File: src/rtl/rv32i_pkg.sv
// Shared types and constants for the RV32I fetch path.
package rv32i_pkg;
  localparam int XLEN = 32;
  localparam logic [XLEN-1:0] NOP_INSTR = 32'h0000_0013;

  typedef enum logic [1:0] {
    IDLE = 2'd0,
    REQ  = 2'd1,
    HOLD = 2'd2
  } fetch_state_t;
endpackage

File: src/rtl/rv32i_fetch_unit_if.sv
// Instruction-memory read port plus decode handshake seen by the fetch unit.
// master = fetch unit side, slave = memory/decode side.
interface rv32i_fetch_unit_if;
  logic                          o_imem_rd_en;
  logic [rv32i_pkg::XLEN-1:0]    o_imem_rd_addr;
  logic [rv32i_pkg::XLEN-1:0]    i_imem_rd_data;
  logic                          i_imem_rd_valid;
  logic                          o_valid;
  logic [rv32i_pkg::XLEN-1:0]    o_instr;
  logic [rv32i_pkg::XLEN-1:0]    o_pc;
  logic                          i_ready;

  modport master (
    output o_imem_rd_en, o_imem_rd_addr, o_valid, o_instr, o_pc,
    input  i_imem_rd_data, i_imem_rd_valid, i_ready
  );
  modport slave (
    input  o_imem_rd_en, o_imem_rd_addr, o_valid, o_instr, o_pc,
    output i_imem_rd_data, i_imem_rd_valid, i_ready
  );
endinterface

File: src/rtl/rv32i_fetch_unit.sv
// RV32I instruction fetch unit: IDLE/REQ/HOLD FSM against a fixed-cadence memory.
// Define RV32I_FETCH_MISALIGN_EN to fault on misaligned redirect targets.
module rv32i_fetch_unit
  import rv32i_pkg::*;
#(
  parameter logic [XLEN-1:0] RESET_PC = 32'h0000_0000
) (
  input  logic                 i_clk,
  input  logic                 i_rst_n,
  input  logic                 i_en,
  input  logic                 i_redirect,
  input  logic [XLEN-1:0]      i_redirect_pc,
  output logic                 o_fault,
  rv32i_fetch_unit_if.master   bus
);

`ifdef RV32I_FETCH_MISALIGN_EN
  localparam logic MISALIGN_EN = 1'b1;
`else
  localparam logic MISALIGN_EN = 1'b0;
`endif

  fetch_state_t    r_state;
  logic [XLEN-1:0] r_pc;
  logic [XLEN-1:0] r_instr;
  logic [XLEN-1:0] r_opc;
  logic [1:0]      r_stab;
  logic            r_valid;
  logic            r_fault;
  logic            r_lock;

  logic            w_redir_bad;
  logic            w_accept;
  logic [XLEN-1:0] w_redir_tgt;

  // With the feature off the low bits are simply dropped and no fault is raised.
  assign w_redir_bad = MISALIGN_EN & i_redirect & (|i_redirect_pc[1:0]);
  assign w_redir_tgt = {i_redirect_pc[XLEN-1:2], 2'b00};
  // Only a strobe seen after the address has been stable for two cycles is trusted.
  assign w_accept    = (r_state == REQ) & bus.i_imem_rd_valid & (r_stab >= 2'd2);

  always_ff @(posedge i_clk or negedge i_rst_n) begin
    if (!i_rst_n) begin
      r_state <= IDLE;
      r_pc    <= RESET_PC;
      r_stab  <= 2'd0;
      r_valid <= 1'b0;
      r_instr <= NOP_INSTR;
      r_opc   <= RESET_PC;
      r_fault <= 1'b0;
      r_lock  <= 1'b0;
    end else begin
      r_fault <= w_redir_bad;
      if (i_redirect) begin
        r_valid <= 1'b0;
        r_stab  <= 2'd0;
        if (w_redir_bad) begin
          r_lock  <= 1'b1;
          r_state <= IDLE;
        end else begin
          r_lock  <= 1'b0;
          r_pc    <= w_redir_tgt;
          r_state <= i_en ? REQ : IDLE;
        end
      end else begin
        case (r_state)
          IDLE: begin
            r_stab <= 2'd0;
            if (i_en && !r_lock) r_state <= REQ;
          end
          REQ: begin
            if (!i_en) begin
              r_state <= IDLE;
            end else if (w_accept) begin
              r_state <= HOLD;
              r_valid <= 1'b1;
              r_instr <= bus.i_imem_rd_data;
              r_opc   <= r_pc;
            end else if (r_stab != 2'd3) begin
              r_stab <= r_stab + 2'd1;
            end
          end
          HOLD: begin
            if (bus.i_ready) begin
              r_valid <= 1'b0;
              r_pc    <= r_pc + 32'd4;
              r_stab  <= 2'd0;
              r_state <= i_en ? REQ : IDLE;
            end
          end
          default: r_state <= IDLE;
        endcase
      end
    end
  end

  assign bus.o_imem_rd_en   = (r_state == REQ);
  assign bus.o_imem_rd_addr = r_pc;
  assign bus.o_valid        = r_valid;
  assign bus.o_instr        = r_instr;
  assign bus.o_pc           = r_opc;
  assign o_fault            = r_fault;

endmodule
File: src/flat_wrapper.sv
// flat-port wrapper written by rule: the top's interface ports become plain ports
module rv32i_fetch_unit_flat import rv32i_pkg::*;
#(
  parameter logic [XLEN-1:0] RESET_PC = 32'h0000_0000
)
  (i_clk, i_rst_n, i_en, i_redirect, i_redirect_pc, o_fault, bus_o_imem_rd_en, bus_o_imem_rd_addr, bus_o_valid, bus_o_instr, bus_o_pc, bus_i_imem_rd_data, bus_i_imem_rd_valid, bus_i_ready);
  rv32i_fetch_unit_if bus_i ();
  input  logic i_clk;
  input  logic i_rst_n;
  input  logic i_en;
  input  logic i_redirect;
  input  logic [XLEN-1:0] i_redirect_pc;
  output logic o_fault;
  output wire logic [$bits(bus_i.o_imem_rd_en)-1:0] bus_o_imem_rd_en;
  output wire logic [$bits(bus_i.o_imem_rd_addr)-1:0] bus_o_imem_rd_addr;
  output wire logic [$bits(bus_i.o_valid)-1:0] bus_o_valid;
  output wire logic [$bits(bus_i.o_instr)-1:0] bus_o_instr;
  output wire logic [$bits(bus_i.o_pc)-1:0] bus_o_pc;
  input wire logic [$bits(bus_i.i_imem_rd_data)-1:0] bus_i_imem_rd_data;
  input wire logic [$bits(bus_i.i_imem_rd_valid)-1:0] bus_i_imem_rd_valid;
  input wire logic [$bits(bus_i.i_ready)-1:0] bus_i_ready;
  assign bus_o_imem_rd_en = bus_i.o_imem_rd_en;
  assign bus_o_imem_rd_addr = bus_i.o_imem_rd_addr;
  assign bus_o_valid = bus_i.o_valid;
  assign bus_o_instr = bus_i.o_instr;
  assign bus_o_pc = bus_i.o_pc;
  assign bus_i.i_imem_rd_data = bus_i_imem_rd_data;
  assign bus_i.i_imem_rd_valid = bus_i_imem_rd_valid;
  assign bus_i.i_ready = bus_i_ready;
  rv32i_fetch_unit #(.RESET_PC(RESET_PC)) u_core (.i_clk(i_clk), .i_rst_n(i_rst_n), .i_en(i_en), .i_redirect(i_redirect), .i_redirect_pc(i_redirect_pc), .o_fault(o_fault), .bus(bus_i));
endmodule
File: config.mk
export PLATFORM = sky130hd
export DESIGN_NAME = rv32i_fetch_unit_flat
export DESIGN_NICKNAME = d
export VERILOG_FILES = /design/src/rtl/rv32i_pkg.sv /design/src/rtl/rv32i_fetch_unit_if.sv /design/src/rtl/rv32i_fetch_unit.sv /design/src/flat_wrapper.sv
export SDC_FILE = /design/constraint.sdc
export NUM_CORES = 1
export LEC_CHECK = 0
export BUFFER_PORTS_ARGS = -buffer_cell sky130_fd_sc_hd__buf_2
export CAP_MARGIN = 30
export CORE_MARGIN = 2
export CORE_UTILIZATION = 49
export DETAILED_ROUTE_END_ITERATION = 10
export MAX_ROUTING_LAYER = met4
export PLACE_DENSITY = 0.9
export SLEW_MARGIN = 10
export SYNTH_ARGS = -nofsm -noshare
export SYNTH_HDL_FRONTEND = slang
export SYNTH_SLANG_ARGS = --single-unit
File: constraint.sdc
create_clock -name i_clk -period 2.05 [get_ports i_clk]
set_input_delay 0.5125 -clock i_clk [delete_from_list [all_inputs] [get_ports i_clk]]
set_output_delay 0.5125 -clock i_clk [all_outputs]
set_load 0.05 [all_outputs]
==> results of run 1 <==
==> where the power goes <==
group / switching, W / internal (W) / total (W) / leakage, nW
clock: 0.000670 / 0.000603 / 0.00127 / 0.107
sequential: 0.000191 / 0.00221 / 0.00240 / 1.23
combinational: 0.00137 / 0.000491 / 0.00186 / 1.49
total: 0.00223 / 0.00330 / 0.00553 / 2.83
==> state kept, by name (all words and copies together), names as in the netlist <==
name	count
u_core.r_stab	2
u_core.r_state	2
u_core.bus.o_valid	1
u_core.bus.o_imem_rd_addr	30
u_core.bus.o_instr	32
u_core.bus.o_pc	30
==> cell type report <==
class,instances,area [um2],share of cell area
Antenna cell,1,2.502,0.0004470
Clock buffer,10,137.6,0.02459
Clock inverter,6,66.31,0.01185
Inverter,7,26.28,0.004694
Multi-Input combinational cell,241,1805,0.3225
Sequential cell,97,2444,0.4365
Tap cell,108,135.1,0.02414
Timing Repair Buffer,179,980.9,0.1752
==> repair_timing <==
| action | in CTS | in global routing |
|---|---|---|
| buffers inserted | 0 | 1 |
| gates resized for setup | 0 | 3 |
| endpoints found under the setup margin | 0 | 3 |
==> worst paths after layout <==
| kind | cells after the start | endpoint | slack, ns |
|---|---|---|---|
| max in group asynchronous | 2 | u_core.bus.o_imem_rd_addr[8] | 1.42 |
| worst min-delay path | 2 | u_core.bus.o_pc[4] | 0.12 |
| worst min register to register | 1 | u_core.bus.o_pc[19] | 0.51 |
| min in group i_clk | 3 | u_core.bus.o_imem_rd_addr[9] | 0.36 |
| worst max register to register | 4 | u_core.bus.o_imem_rd_addr[17] | 0.10 |
| worst max-delay path | 4 | u_core.bus.o_imem_rd_addr[17] | 0.10 |
==> logic make-up (layout without fill, tap and decap cells) <==
group / after synthesis / after routing / synth area share
compound gates: 52 / 52 / 0.07655
mux: 65 / 65 / 0.1674
fa+ha+maj: 3 / 3 / 0.008602
other cells: 1 / 6 / 0.0008593
buf+inv: 33 / 202 / 0.03698
flops: 97 / 97 / 0.5571
simple gates: 107 / 107 / 0.1345
xor+xnor: 9 / 9 / 0.01806
==> layer usage <==
layer / vias up / GRT usage / share of wire
li1: 1671 / - / -
met1: 1751 / 0.2617 / 0.40
met2: 117 / 0.3553 / 0.53
met3: 12 / 0.05369 / 0.062
met4: 0 / 0.06217 / 0.011
met5: - / - / 0
==> through the flow <==
stage	setup WS (ns)	hold WS [ns]
floorplan	-0.006025	0.2169
global placement	-0.01657	0.4835
detailed placement	-0.02790	0.4901
CTS	0.08021	0.1274
global route	0.01137	0.1091
finish	0.1002	0.1212
==> cell usage after synthesis (4+ instances only) <==
| master | count |
|---|---|
| dfrtp_1 | 94 |
| mux2_2 | 64 |
| nand2_1 | 25 |
| nor2_1 | 21 |
| a31oi_1 | 17 |
| or4_1 | 17 |
| nand3_1 | 15 |
| o21ai_0 | 13 |
| o31ai_1 | 13 |
| clkbuf_1 | 11 |
| buf_2 | 8 |
| nand4_1 | 7 |
| inv_1 | 6 |
| xnor2_1 | 6 |
| and3_1 | 5 |
| buf_4 | 5 |
| o211ai_1 | 4 |
==> worst max-delay path: stages (launching register included) <==
cell	delay, ns
dfrtp_1	0.40
nand3b_4	0.16
or4_4	0.67
or4_1	0.45
a31oi_1	0.19
==> results.py, run 1 <==
metrics = {
    "cts": {
        "clock_path_buffers": 2,
        "cts.sinks": 97,
        "numCtsBuffers": 9,
        "cts_tree": "built",
        "hold_buffers": 0,
        "cts.root.buffer_cell": "clkbuf_8",
        "clk_pin_slew_ns": 0.10,
        "h-tree-depth": 3,
        "clock_latency_ns": 0.35,
    },
    "drt": {
        "routed_wl_mm": 10.04,
        "drcViolationCount": 0,
        "first_pass_iters": 5,
        "vias_per_cell": 5.471,
        "drtAntennaViolNets": 0,
        "num_vias": 3551,
        "post_drt_wl_per_cell_um": 15.47,
        "first_iter_violations": 139,
    },
    "final_layout": {
        "drive_gt1_frac": 0.5148,
        "finalInstanceArea_mm2": 0.005598,
        "final_cell_mix": "buf_2, dfrtp_1, mux2_2, nand2_1, nor2_1",
        "nFillCells": 683,
        "area_delta_synth_final_pct": 28.27,
        "stdcell_count": 649,
        "final_util": 0.6450,
        "final_common_cell": "buf_2",
        "nNetsFinal": 608,
    },
    "timing": {
        "hold_viol_final": 0,
        "fin_setup_tns_ns": 0,
        "finClkSkew_ns": 0.01090,
        "setup_viol_count_final": 0,
        "post-route-period-util": 0.9511,
        "period_minus_slack_ns": 1.950,
        "slew_violations": 0,
        "max_clock_freq_mhz": 512.9,
        "slew-limit-headroom": 0.6413,
        "rsz0062_at_grt": "false",
        "worst_slew_pin_slew_ns": 0.5381,
    },
    "critical_path": {
        "worstReg2RegStart": "u_core.r_state[0]",
        "crit_start": "u_core.r_state[0]",
        "critPathCaptureType": "register",
        "cp.required_ns": 2.33,
        "crit_path_start_kind": "register",
        "crit_fanout": 21,
        "arrival_ns": 2.23,
        "critPathKind": "reg -> reg",
    },
    "yosys": {
        "synth_area_mm2": 0.004364,
        "syn_area_per_cell_um2": 11.89,
        "ys_seq_area_frac": 0.5571,
        "synth_cell_types": 41,
        "synth-edff-count": 0,
        "synth_area_leaders": "dfrtp_1, mux2_2, or4_1",
        "postSynthCellCount": 367,
        "synth_top_cell_by_area": "dfrtp_1",
        "yosys.area.top_type_share": 0.5390,
        "ys_ff_latch": 97,
        "yosys_most_used_dff": "dfrtp_1",
        "ys_async_sr_fraction": 1.000,
        "ys_warn_count": 0,
    },
    "die": {
        "dieArea_mm2": 0.009678,
        "num_rows": 34,
        "io_pins": 169,
        "die_h_um": 98.38,
        "initial_utilization": 0.5029,
        "die_w_um": 98.38,
        "core_mm2": 0.008678,
    },
    "job": {
        "drv_cap": 0,
    },
    "power": {
        "p_leak_nw": 2.828,
        "p_per_area_mw_per_mm2": 987.7,
        "total_power_w": 0.005529,
        "ir_worst_vdd_mv": 0.5928,
    },
    "global_route": {
        "grt_use_total": 0.2145,
        "grt_pass1_vias": 3459,
        "overflow": 0,
        "antenna_found_initial": 1,
        "grt_pass1_wl_mm": 16.37,
        "grt_max_degree": 54,
    },
    "min_path": {
        "hold_path.class": "in -> async",
    },
    "placement": {
        "placed_cells": 631,
        "globalplace.congestion": 0.7675,
        "port_buffers": 161,
        "placed_cell_area_mm2": 0.005373,
        "hpwlAfterDp_mm": 7.300,
    },
    "outcome": {
        "status": "finished, final reports clean",
    },
}
Note: power is estimated with default switching activity, not from simulation.
==> run 2, diff against run 1 <==
- CORE_MARGIN: 2 -> unset
- RECOVER_POWER: unset -> 100
==> run 2 against run 1 <==
Net effect:
- utilization is 1.4 points lower
- power up 1.4%
- critical endpoint is now u_core.bus.o_imem_rd_addr[25]
- count of clock-buffer cells in the layout up 1
- die area down 4.0%
- cell area fell by 2.1%
- non-clock buffer count fell by 1
- sequential power is essentially flat
==> results.py, run 2 (synthesis gave the netlist of run 1 again) <==
metrics = {
    "outcome": {
        "status": "finished, final reports clean",
    },
    "drt": {
        "first_pass_iters": 4,
        "drcViolationCount": 0,
        "drtAntennaViolNets": 0,
        "num_vias": 3522,
        "vias_per_cell": 5.444,
        "post_drt_wl_per_cell_um": 15.05,
        "first_iter_violations": 99,
        "routed_wl_mm": 9.740,
    },
    "placement": {
        "port_buffers": 161,
        "globalplace.congestion": 0.7285,
        "hpwlAfterDp_mm": 7.089,
        "placed_cells": 631,
    },
    "critical_path": {
        "critPathKind": "reg -> reg",
        "crit_buf_inv": 0,
        "crit_cells": 4,
        "r2r_cells": 4,
        "r2r_setup_slack_ns": 0.06,
        "crit_path_start_kind": "register",
        "worstReg2RegEnd": "u_core.bus.o_imem_rd_addr[25]",
        "cp-endpoint": "u_core.bus.o_imem_rd_addr[25]",
        "worstReg2RegStart": "u_core.bus.o_imem_rd_addr[6]",
        "critPathCaptureType": "register",
        "crit_fanout": 20,
        "cp_top_family": "simple AND/OR/NAND/NOR gates",
        "slowest_stage": "or4_4",
        "max_stage_delay_ns": 0.66,
        "cpMostUsedCell": "or4_4",
        "crit_start": "u_core.bus.o_imem_rd_addr[6]",
        "crit_path_cell_trace": "nand3_2 > or4_4 > or4_4 > a31oi_1",
        "arrival_ns": 2.27,
        "cp.required_ns": 2.33,
    },
    "timing": {
        "hold_viol_final": 0,
        "finClkSkew_ns": 0.01344,
        "worst_slew_pin_slew_ns": 1.221,
        "setup_viol_count_final": 0,
        "slew_violations": 0,
        "max_clock_freq_mhz": 502.6,
        "post-route-period-util": 0.9705,
        "hold_ws_ns": 0.07419,
        "period_minus_slack_ns": 1.990,
        "rsz0062_at_grt": "false",
        "slew-limit-headroom": 0.1863,
    },
    "global_route": {
        "grt_use_total": 0.2148,
        "grtUsageMet3": 0.04304,
        "antenna_found_initial": 0,
        "top_usage_layer": "met2",
        "grt_max_degree": 53,
        "use_met1": 0.2363,
        "overflow": 0,
        "grtUsageMet2": 0.3889,
        "grt_pass1_vias": 3420,
        "grt_pass1_wl_mm": 14.95,
    },
    "cts": {
        "cts.root.buffer_cell": "clkbuf_8",
        "clock_latency_ns": 0.35,
        "numCtsBuffers": 9,
        "h-tree-depth": 3,
        "cts.sinks": 97,
        "hold_buffers": 0,
        "cts_setup_buffers": 0,
        "cts_tree": "built",
        "cts_resized": 0,
        "clk_pin_slew_ns": 0.10,
        "clock_path_buffers": 2,
    },
    "power": {
        "p_per_area_mw_per_mm2": 1023,
        "total_power_w": 0.005607,
        "p_leak_nw": 2.505,
        "ir_worst_vdd_mv": 0.5521,
    },
    "job": {
        "drv_cap": 0,
    },
    "die": {
        "die_w_um": 96.38,
        "core_mm2": 0.008678,
        "die_h_um": 96.38,
        "dieArea_mm2": 0.009288,
        "io_pins": 169,
        "num_rows": 34,
        "initial_utilization": 0.5029,
    },
    "final_layout": {
        "multiInputGateArea_mm2": 0.001792,
        "final_common_cell": "dfrtp_1",
        "area_delta_synth_final_pct": 25.57,
        "nFillCells": 725,
        "stdcell_count": 647,
        "largest_reg_flops": 32,
        "ff_latch_area_mm2": 0.002442,
        "num_antenna_cells": 0,
        "nNetsFinal": 607,
        "final_cell_mix": "dfrtp_1, clkbuf_1, buf_2, mux2_2, nand2_1",
        "drive_gt1_frac": 0.3562,
    },
    "min_path": {
        "hold_path.class": "in -> async",
    },
}
-- run 2: metal layers --
layer / part of all wire / vias to the layer above
li1: - / 1665
met1: 0.40 / 1721
met2: 0.54 / 122
met3: 0.049 / 14
met4: 0.011 / 0
met5: 0 / -
-- run 2: power by group --
group | internal [W] | switching, W | total [W]
clock | 0.000763 | 0.000669 | 0.00143
sequential | 0.00221 | 0.000199 | 0.00240
combinational | 0.000409 | 0.00136 | 0.00177
total | 0.00338 | 0.00223 | 0.00561
-- run 2: worst min path at each step --
stage            start                             to  slack [ns]  cells after the start
4_1_cts        i_rst_n            u_core.bus.o_pc[11]        0.08                      1
3_5_place_dp   i_rst_n  u_core.bus.o_imem_rd_addr[18]        0.48                      1
3_3_place_gp   i_rst_n            u_core.bus.o_pc[16]        0.47                      1
6_report       i_rst_n            u_core.bus.o_pc[16]        0.07                      1
5_1_grt        i_rst_n            u_core.bus.o_pc[16]        0.08                      1
2_1_floorplan  i_rst_n  u_core.bus.o_imem_rd_addr[10]        0.22                      0
-- run 2: cell type report --
type | count | area share
inverters | 7 | 0.004795
flip-flops and latches | 97 | 0.4457
clock buffers | 11 | 0.02763
multi-input cells | 241 | 0.3269
well taps | 108 | 0.02466
repair buffers | 178 | 0.1546
clock inverters | 5 | 0.01575
-- run 2: metrics by stage --
step / area [um2] / TNS, ns / setup WS (ns) / util
6_report: 5480 / 0 / 0.06038 / 0.6315
5_1_grt: 5480 / 0 / 0.008736 / 0.6315
4_1_cts: 5610 / 0 / 0.01800 / 0.6465
3_5_place_dp: 5373 / -0.08405 / -0.06062 / 0.6191
3_3_place_gp: 5373 / -0.01011 / -0.01011 / 0.6191
2_1_floorplan: 4392 / -0.006025 / -0.006025 / -
